==> src/rtl/ux607_regvec_pkg.sv <==
// Shared types for the ux607 register-vector write scheduler.
// State encoding, requester source encoding and address-width helper.
package ux607_regvec_pkg;

    typedef enum logic [1:0] {
        IDLE  = 2'd0,
        WRITE = 2'd1,
        RESP  = 2'd2
    } state_t;

    localparam logic SRC_BUS = 1'b0;
    localparam logic SRC_HW  = 1'b1;

    // Smallest index width able to address n register instances.
    function automatic int regvec_aw(input int n);
        return (n <= 1) ? 1 : $clog2(n);
    endfunction

endpackage

==> src/rtl/ux607_rr_arb2.sv <==
// Two-way round-robin arbiter; req[0]=bus, req[1]=hw.
// On a tie the requester that did not win last time is granted.
module ux607_rr_arb2
    import ux607_regvec_pkg::*;
(
    input  logic       clock,
    input  logic       reset,
    input  logic [1:0] req,
    input  logic       en,
    output logic [1:0] grant
);

    logic last_grant;

    // Grant is purely combinational from the requests and history bit.
    always_comb begin
        grant = 2'b00;
        unique case (req)
            2'b01:   grant = 2'b01;
            2'b10:   grant = 2'b10;
            2'b11:   grant = (last_grant == SRC_HW) ? 2'b01 : 2'b10;
            default: grant = 2'b00;
        endcase
    end

    // Remember who won the most recent accepted request.
    always_ff @(posedge clock) begin
        if (reset) begin
            last_grant <= SRC_HW;
        end else if (en) begin
            last_grant <= grant[1];
        end
    end

endmodule

==> src/rtl/ux607_regvec_wr_sched.sv <==
// Bus/hw access scheduler for a bank of register-vector instances.
// Merges masked writes and issues single-cycle enable pulses.
module ux607_regvec_wr_sched
    import ux607_regvec_pkg::*;
#(
    parameter int NREGS = 6,
    parameter int DW    = 32,
    parameter int AW    = regvec_aw(NREGS)
) (
    input  logic                clock,
    input  logic                reset,
    input  logic                bus_req_valid,
    output logic                bus_req_ready,
    input  logic                bus_req_write,
    input  logic [AW-1:0]       bus_req_addr,
    input  logic [DW-1:0]       bus_req_wdata,
    input  logic [DW-1:0]       bus_req_wmask,
    output logic                bus_rsp_valid,
    input  logic                bus_rsp_ready,
    output logic [DW-1:0]       bus_rsp_rdata,
    output logic                bus_rsp_err,
    input  logic                hw_req_valid,
    output logic                hw_req_ready,
    input  logic [AW-1:0]       hw_req_addr,
    input  logic [DW-1:0]       hw_req_wdata,
    input  logic [DW-1:0]       hw_req_wmask,
    output logic                hw_ack,
    output logic [NREGS-1:0]    reg_en,
    output logic [NREGS*DW-1:0] reg_d,
    input  logic [NREGS*DW-1:0] reg_q
);

    state_t           state;
    state_t           next;
    logic [1:0]       grant;
    logic             idle;
    logic             accept;
    logic [AW-1:0]    sel_addr;
    logic [DW-1:0]    sel_wdata;
    logic [DW-1:0]    sel_wmask;
    logic             sel_write;
    logic             oor;
    logic [DW-1:0]    cur_q;
    logic [DW-1:0]    merged;
    logic [NREGS-1:0] onehot;
    logic [DW-1:0]    merged_q;
    logic             src_q;
    logic             err_q;

    assign idle = (state == IDLE) && !reset;

    ux607_rr_arb2 u_arb (
        .clock (clock),
        .reset (reset),
        .req   ({hw_req_valid, bus_req_valid}),
        .en    (accept),
        .grant (grant)
    );

    assign bus_req_ready = idle && grant[0];
    assign hw_req_ready  = idle && grant[1];
    assign accept        = bus_req_ready || hw_req_ready;

    // Steer the granted requester onto the shared request fields.
    always_comb begin
        sel_addr  = bus_req_addr;
        sel_wdata = bus_req_wdata;
        sel_wmask = bus_req_wmask;
        sel_write = bus_req_write;
        if (grant[1]) begin
            sel_addr  = hw_req_addr;
            sel_wdata = hw_req_wdata;
            sel_wmask = hw_req_wmask;
            sel_write = 1'b1;
        end
    end

    // Decode the index, fetch current contents and merge under mask.
    always_comb begin
        onehot = '0;
        cur_q  = '0;
        for (int i = 0; i < NREGS; i++) begin
            if (sel_addr == AW'(i)) begin
                onehot[i] = 1'b1;
                cur_q     = reg_q[i*DW +: DW];
            end
        end
        oor    = ~|onehot;
        merged = (cur_q & ~sel_wmask) | (sel_wdata & sel_wmask);
    end

    // State register.
    always_ff @(posedge clock) begin
        if (reset) begin
            state <= IDLE;
        end else begin
            state <= next;
        end
    end

    // Next-state selection.
    always_comb begin
        next = state;
        unique case (state)
            IDLE: begin
                if (accept) begin
                    next = sel_write ? WRITE : RESP;
                end
            end
            WRITE: begin
                next = (src_q == SRC_HW) ? IDLE : RESP;
            end
            RESP: begin
                if (bus_rsp_ready) begin
                    next = IDLE;
                end
            end
            default: next = IDLE;
        endcase
    end

    // Registered outputs and captured transaction fields.
    always_ff @(posedge clock) begin
        if (reset) begin
            reg_en        <= '0;
            hw_ack        <= 1'b0;
            bus_rsp_valid <= 1'b0;
            bus_rsp_rdata <= '0;
            bus_rsp_err   <= 1'b0;
            merged_q      <= '0;
            src_q         <= SRC_BUS;
            err_q         <= 1'b0;
        end else begin
            reg_en <= '0;
            hw_ack <= 1'b0;
            unique case (state)
                IDLE: begin
                    if (accept) begin
                        src_q    <= grant[1];
                        err_q    <= oor;
                        merged_q <= merged;
                        if (sel_write) begin
                            reg_en <= onehot;
                            hw_ack <= grant[1];
                        end else begin
                            bus_rsp_valid <= 1'b1;
                            bus_rsp_rdata <= oor ? '0 : cur_q;
                            bus_rsp_err   <= oor;
                        end
                    end
                end
                WRITE: begin
                    if (src_q == SRC_BUS) begin
                        bus_rsp_valid <= 1'b1;
                        bus_rsp_rdata <= err_q ? '0 : merged_q;
                        bus_rsp_err   <= err_q;
                    end
                end
                RESP: begin
                    if (bus_rsp_ready) begin
                        bus_rsp_valid <= 1'b0;
                    end
                end
                default: ;
            endcase
        end
    end

    // Every slice carries the merged word; only the enabled one matters.
    assign reg_d = {NREGS{merged_q}};

endmodule

==> config.mk <==
export PLATFORM = sky130hd
export DESIGN_NAME = ux607_regvec_wr_sched
export DESIGN_NICKNAME = d
export VERILOG_FILES = /design/src/rtl/ux607_regvec_pkg.sv /design/src/rtl/ux607_rr_arb2.sv /design/src/rtl/ux607_regvec_wr_sched.sv
export SDC_FILE = /design/constraint.sdc
export NUM_CORES = 1
export LEC_CHECK = 0
export CAP_MARGIN = 20
export CORE_AREA = 2 2 221 223
export CTS_CLUSTER_SIZE = 28
export DETAILED_ROUTE_END_ITERATION = 10
export DIE_AREA = 0 0 223 225
export DONT_BUFFER_PORTS = 1
export PLACE_DENSITY = 0.32
export SLEW_MARGIN = 20
export SYNTH_ARGS = -nofsm -noshare
export SYNTH_HDL_FRONTEND = slang
export SYNTH_HIERARCHICAL = 1
export SYNTH_SLANG_ARGS = --single-unit
==> constraint.sdc <==
create_clock -name clock -period 2.2 [get_ports clock]
set_input_delay 0.11 -clock clock [delete_from_list [all_inputs] [get_ports clock]]
set_output_delay 0.11 -clock clock [all_outputs]
set_load 0.01 [all_outputs]
After elaboration in Yosys (flattened, before gate mapping)
Index checks and enable logic that the tools add are counted.
{"block": "classes", "n_eq_ne": 14, "n_mux": 38, "bitwise_logic": 7, "reduce_logical": 16}
{"operator": "$mux 32", "count": 13}
{"operator": "$and 32x32->32", "count": 2}
{"operator": "$pmux 32 s2", "count": 1}
{"operator": "$not 32->32", "count": 1}
{"operator": "$or 32x32->32", "count": 1}
{"operator": "$mux 1", "count": 14}
{"operator": "$pmux 2 s3", "count": 2}
{"operator": "$mux 2", "count": 5}
{"operator": "$ne 2x2->1 const B", "count": 4}
{"operator": "$eq 2x2->1 const B", "count": 3}
{"operator": "$eq 3x2->1 const B", "count": 2}
{"operator": "$eq 3x3->1 const B", "count": 2}
{"operator": "$reduce_or 6->1", "count": 1}
{"operator": "$reduce_and 5->1", "count": 1}
{"operator": "$eq 2x1->1 const B", "count": 2}
{"operator": "$reduce_and 2->1", "count": 2}
{"operator": "$reduce_and 4->1", "count": 1}
{"operator": "$reduce_or 4->1", "count": 1}
{"operator": "$eq 3x1->1 const B", "count": 1}
{"operator": "$logic_and 1x1->1", "count": 3}
{"operator": "$logic_not 3->1", "count": 1}
{"operator": "$mux 3", "count": 1}
{"operator": "$not 1->1", "count": 3}
{"operator": "$pmux 1 s3", "count": 1}
{"operator": "other kinds (6)", "count": 7}
{"block": "word_totals", "reg_bits": 78, "input_bits": 332, "output_inout_bits": 235, "wordCells": 85}

Depth between registers and ports, before layout
{"block": "depth", "ltp_word": 14, "depth_mapped": 11, "mapped_depth_nobuf": 8}

By module
The synthesis kept the hierarchy.
{"module": "ux607_regvec_wr_sched", "n_inst": 1, "cells_each": 894, "area_per_inst_um2": 7309.5, "seq_area_each_um2": 1541.5}
{"module": "ux607_rr_arb2", "n_inst": 1, "cells_each": 6, "area_per_inst_um2": 53.8, "seq_area_each_um2": 20.0}

Least setup slack after synthesis
Ideal clock, no wire load.
{"block": "synth_timing", "kind": "register to register", "from": "register u_arb.last_grant", "to": "register bus_rsp_rdata[24]", "setup_time_ps": 145, "arrival_ps": 2070, "t_required_ps": 2055, "setup_slack_ps": -15, "path_stages_with_launch": 9, "path_buffers": 2, "period_less_slack_ps": 2215, "cell_sequence": "dfxtp_1 a21boi_1 buf_6 mux2i_4 buf_4 mux2_2 a222oi_1 a2bb2oi_1 a211oi_1"}
{"block": "synth_between", "elab_chain_len": 14, "elab_cells_between_ends": 33, "cone_classes": "7 x eq/ne; 20 x mux; 6 x reduce/logical"}
{"item": "start: declaration", "line": "ux607_rr_arb2.sv:13", "source": "logic last_grant;"}
{"item": "start signal: assignment", "line": "ux607_rr_arb2.sv:31", "source": "last_grant <= grant[1];"}
{"item": "$mux 2 (*)", "line": "ux607_rr_arb2.sv:21", "source": "2'b11: grant = (last_grant == SRC_HW) ? 2'b01 : 2'b10;"}
{"item": "$pmux 2 s3 (*)", "line": "ux607_rr_arb2.sv:18", "source": "unique case (req)"}
{"item": "named net grant[1]", "line": "ux607_regvec_wr_sched.sv:35", "source": "logic [1:0] grant;"}
{"item": "$mux 3", "line": "ux607_regvec_wr_sched.sv:70", "source": "if (grant[1]) begin"}
{"item": "$logic_not 3->1", "line": "ux607_regvec_wr_sched.sv:83", "source": "if (sel_addr == AW'(i)) begin"}
{"item": "$mux 32 (6 in a row)", "line": "ux607_regvec_wr_sched.sv:83"}
{"item": "$mux 32", "line": "ux607_regvec_wr_sched.sv:147", "source": "bus_rsp_rdata <= oor ? '0 : cur_q;"}
{"item": "$mux 32", "line": "ux607_regvec_wr_sched.sv:142", "source": "if (sel_write) begin"}
{"item": "$mux 32", "line": "ux607_regvec_wr_sched.sv:138", "source": "if (accept) begin"}
{"item": "$pmux 32 s2", "line": "ux607_regvec_wr_sched.sv:136", "source": "unique case (state)"}
{"item": "end signal: assignment", "line": "ux607_regvec_wr_sched.sv:147"}
{"item": "end signal: assignment", "line": "ux607_regvec_wr_sched.sv:155", "source": "bus_rsp_rdata <= err_q ? '0 : merged_q;"}
{"item": "end: declaration", "line": "ux607_regvec_wr_sched.sv:20", "source": "output logic [DW-1:0] bus_rsp_rdata,"}
The timed path passes the listed nets; every way through them passes the cells marked *. The select of a mux whose other input is x is not followed.
A chain may end at the register's enable or synchronous reset.

Worst setup path in the final report
{"block": "layout_timing", "from": "register u_arb.last_grant", "to": "register bus_rsp_rdata[21]"}
The elaborated chain is that of the path after synthesis.

==> run summary <==
Status: complete, but fails checks
Failing checks: negative setup slack
H-tree depth: 3
Num rows: 80
Pwr/cell area: 689 nW/µm²
Max VDD drop: 0.347 mV
Antenna violations before repair: 2
Initial core utilization: 15.5%
DIE WIDTH: 223 µm
Post-route cell area: 9350 µm²
Final setup viols: 41
Synth cell count leaders: buf_4, nand2_1, dfxtp_1
Final hold vios: 0
Largest fanout on the critical path: 20
Final Skew: 0.0107 ns
Num CTS Buffers: 9
Leading cell types by total area after synthesis: dfxtp_1, buf_4, nand2_1, a221oi_2, mux2_2
Area Overhead vs Synth: 26.9%
Slew HR: 69.0%
Flops & latches, synth: 78
Fin crit share: 103%
Synth Cell Area: 7360 µm²
Vias: 6,950
Worst hold path stage count: 3
Clock tree sinks: 78
Post-Syn Nets: 1,232
Final #Nets: 1,194
Routed len/inst: 26.0 µm
GRT Util Overall: 14.9%
Max clock buf depth: 2
Pins over their slew limit: 0
HP Class: in -> reg
Clk_lat worst skew: 0.38 ns
Most frequent cell after synthesis: buf_4
EDFF count, synth: 0
Global-route wire length before repair: 52,400 µm
WL final: 38,700 µm
Ys flop type: dfxtp_1
Fill cells: 5,302
DRT iter0 DRCs: 282
Share of cells above drive strength 1: 35.2%
Asr flop ratio synth: 0%
Antenna viol nets, final: 0
Tightest Pin Transition: 0.464 ns
Peak Freq: 0.439 GHz
Seq/Total Area, Yosys: 21.2%
Crit end category: flip-flop
Tmin final: 2.28 ns
Vias per inst: 4.68
Area leader, netlist: dfxtp_1
PnR worst setup slack: -0.0766 ns
CTS tree: yes
Hold path startpoint: reg_q[160]
Leakage power: 3.22 nW
Critical path arrival: 2.57 ns
Die ar.: 50,200 µm²
CP Class: reg -> reg
Setup crit start kind: flip-flop
Yosys top cell area share: 21.2%
Syn Area/Cell: 8.18 µm²
Clock-pin slew on the worst setup and hold paths: 0.07 ns
Root buffer cell: clkbuf_16
Cells after Synth: 900
I/O Buffers: 0
Largest net degree at the start of global routing: 36
CP required: 2.49 ns
R2R Path End: bus_rsp_rdata[21]
Pre-antenna DRT Iters: 4
Vias in the first global route: 7,248
Post-DP HPWL: 29,000 µm
Worst R2R Setup Slack: -0.08 ns
FF-to-FF path depth: 10
Worst reg2reg path startpoint: u_arb/last_grant
Core area: 47,500 µm²
Ys Warns: 6
RSZ-0062 raised after global routing: yes
Die height: 225 µm
DRC: 0
Post-synth cell types: 68
Final core utilization: 19.7%
Aggregate global routing overflow: 0
Routability congestion estimate: 0.772
Ports: 567
Post-DP Area: 7840 µm²
Max-Cap Viols: 0
Worst Hold End: merged_q[0]
[routing by layer]
layer | vias up | track usage (%) | routed length [µm]
met3 | 49 | 4.17 | 2530
li1 | 3149 | - | -
met1 | 3387 | 17.6 | 16100
met4 | 2 | 5.33 | 950
met2 | 363 | 25.5 | 19100
met5 | - | 0 | 16
[how the worst max path moves through the flow]
stage / cells past startpoint / to / slack, ns / from
6_report: 10 / bus_rsp_rdata[21] / -0.08 / u_arb/last_grant
5_1_grt: 7 / bus_rsp_rdata[24] / -0.17 / u_arb/last_grant
4_1_cts: 11 / merged_q[21] / -0.11 / u_arb/last_grant
3_5_place_dp: 9 / merged_q[16] / -0.17 / u_arb/last_grant
3_3_place_gp: 9 / merged_q[16] / -0.13 / u_arb/last_grant
2_1_floorplan: 8 / bus_rsp_rdata[24] / 0.06 / u_arb/last_grant
[cell usage in the layout (no fill, tap or decap), types with 4 or more instances in the layout]
master         count
nand2_1          115
buf_4             86
dfxtp_1           77
nor2_1            52
dlygate4sd3_1     40
a221oi_2          32
buf_12            27
nand2b_1          26
mux2_4            25
a311o_1           25
a21oi_1           24
o22ai_1           23
and2_1            20
nand4_1           20
a32o_1            19
nand2_2           17
a311oi_2          16
buf_6             14
mux2i_1           13
nor3_1            11
o211ai_1          11
a221oi_4          10
mux2_2             9
o21ai_0            9
clkbuf_16          9
inv_1              8
a311oi_1           8
a22oi_2            6
nor2b_1            6
o221a_2            6
nand2_4            4
a221o_1            4
nand3_1            4
a211oi_1           4
[power by group]
group	leakage [nW]	internal, W	switching (W)	total, W
registers	0.640	0.00161	0.000208	0.00182
clock network	0.165	0.00110	0.000740	0.00184
logic	2.41	0.00114	0.00164	0.00278
total	3.22	0.00386	0.00259	0.00644
[per-stage QoR]
stage               setup WS (ns)  TNS, ns  hold WS (ns)  std cells  power [W]
finish                    -0.0766    -1.39        0.0255       1484    0.00644
global route               -0.167    -7.55        0.0128       1483    0.00683
CTS                        -0.107    -3.64     0.0000132       1480    0.00654
detailed placement         -0.168    -4.47         0.195       1412    0.00433
global placement           -0.129    -2.97         0.195       1412    0.00433
floorplan                  0.0550        0         0.204        900    0.00396
[sequential cells by signal (all words and copies together), names as in the netlist, 2 cells and up]
name,cells
bus_rsp_rdata,32
merged_q,32
state,2
reg_en,6
[worst max-delay path, stage by stage, from the launching register on]
cell	delay, ns
dfxtp_2	0.33
a21boi_4	0.23
buf_12	0.15
buf_12	0.11
buf_4	0.12
mux2_4	0.33
nand2_2	0.10
o21ai_4	0.06
buf_12	0.16
a311o_1	0.32
a311oi_2	0.25
[kinds of logic after synthesis]
kind of cell / count (synthesis) / synth area share [%]
and+or+nand+nor: 302 / 19.4
AOI/OAI and AO/OA: 240 / 30.4
buffers and inverters: 230 / 21.3
DFF: 78 / 21.2
muxes: 50 / 7.71
[layout make-up]
| cell class | instances | area, µm² | share of cell area, % |
|---|---|---|---|
| clock buffers | 9 | 225 | 2.41 |
| repair buffers | 171 | 1830 | 19.6 |
| multi-input cells | 592 | 4810 | 51.4 |
| flip-flops and latches | 78 | 1560 | 16.7 |
| clock inverters | 7 | 113 | 1.20 |
| well taps | 615 | 769 | 8.23 |
| inverters | 10 | 37.5 | 0.402 |
| diodes | 2 | 5.00 | 0.0535 |
[repair_timing]
item / CTS / global route
cloned: 3 / 0
hold buffers: 41 / 0
hold endpoints to repair: 53 / 0
resized for setup: 81 / 40
setup buffers: 9 / 4
setup endpoints to repair: 61 / 73
pin swaps: 47 / 41
Note: power is estimated with default switching activity, not from simulation.
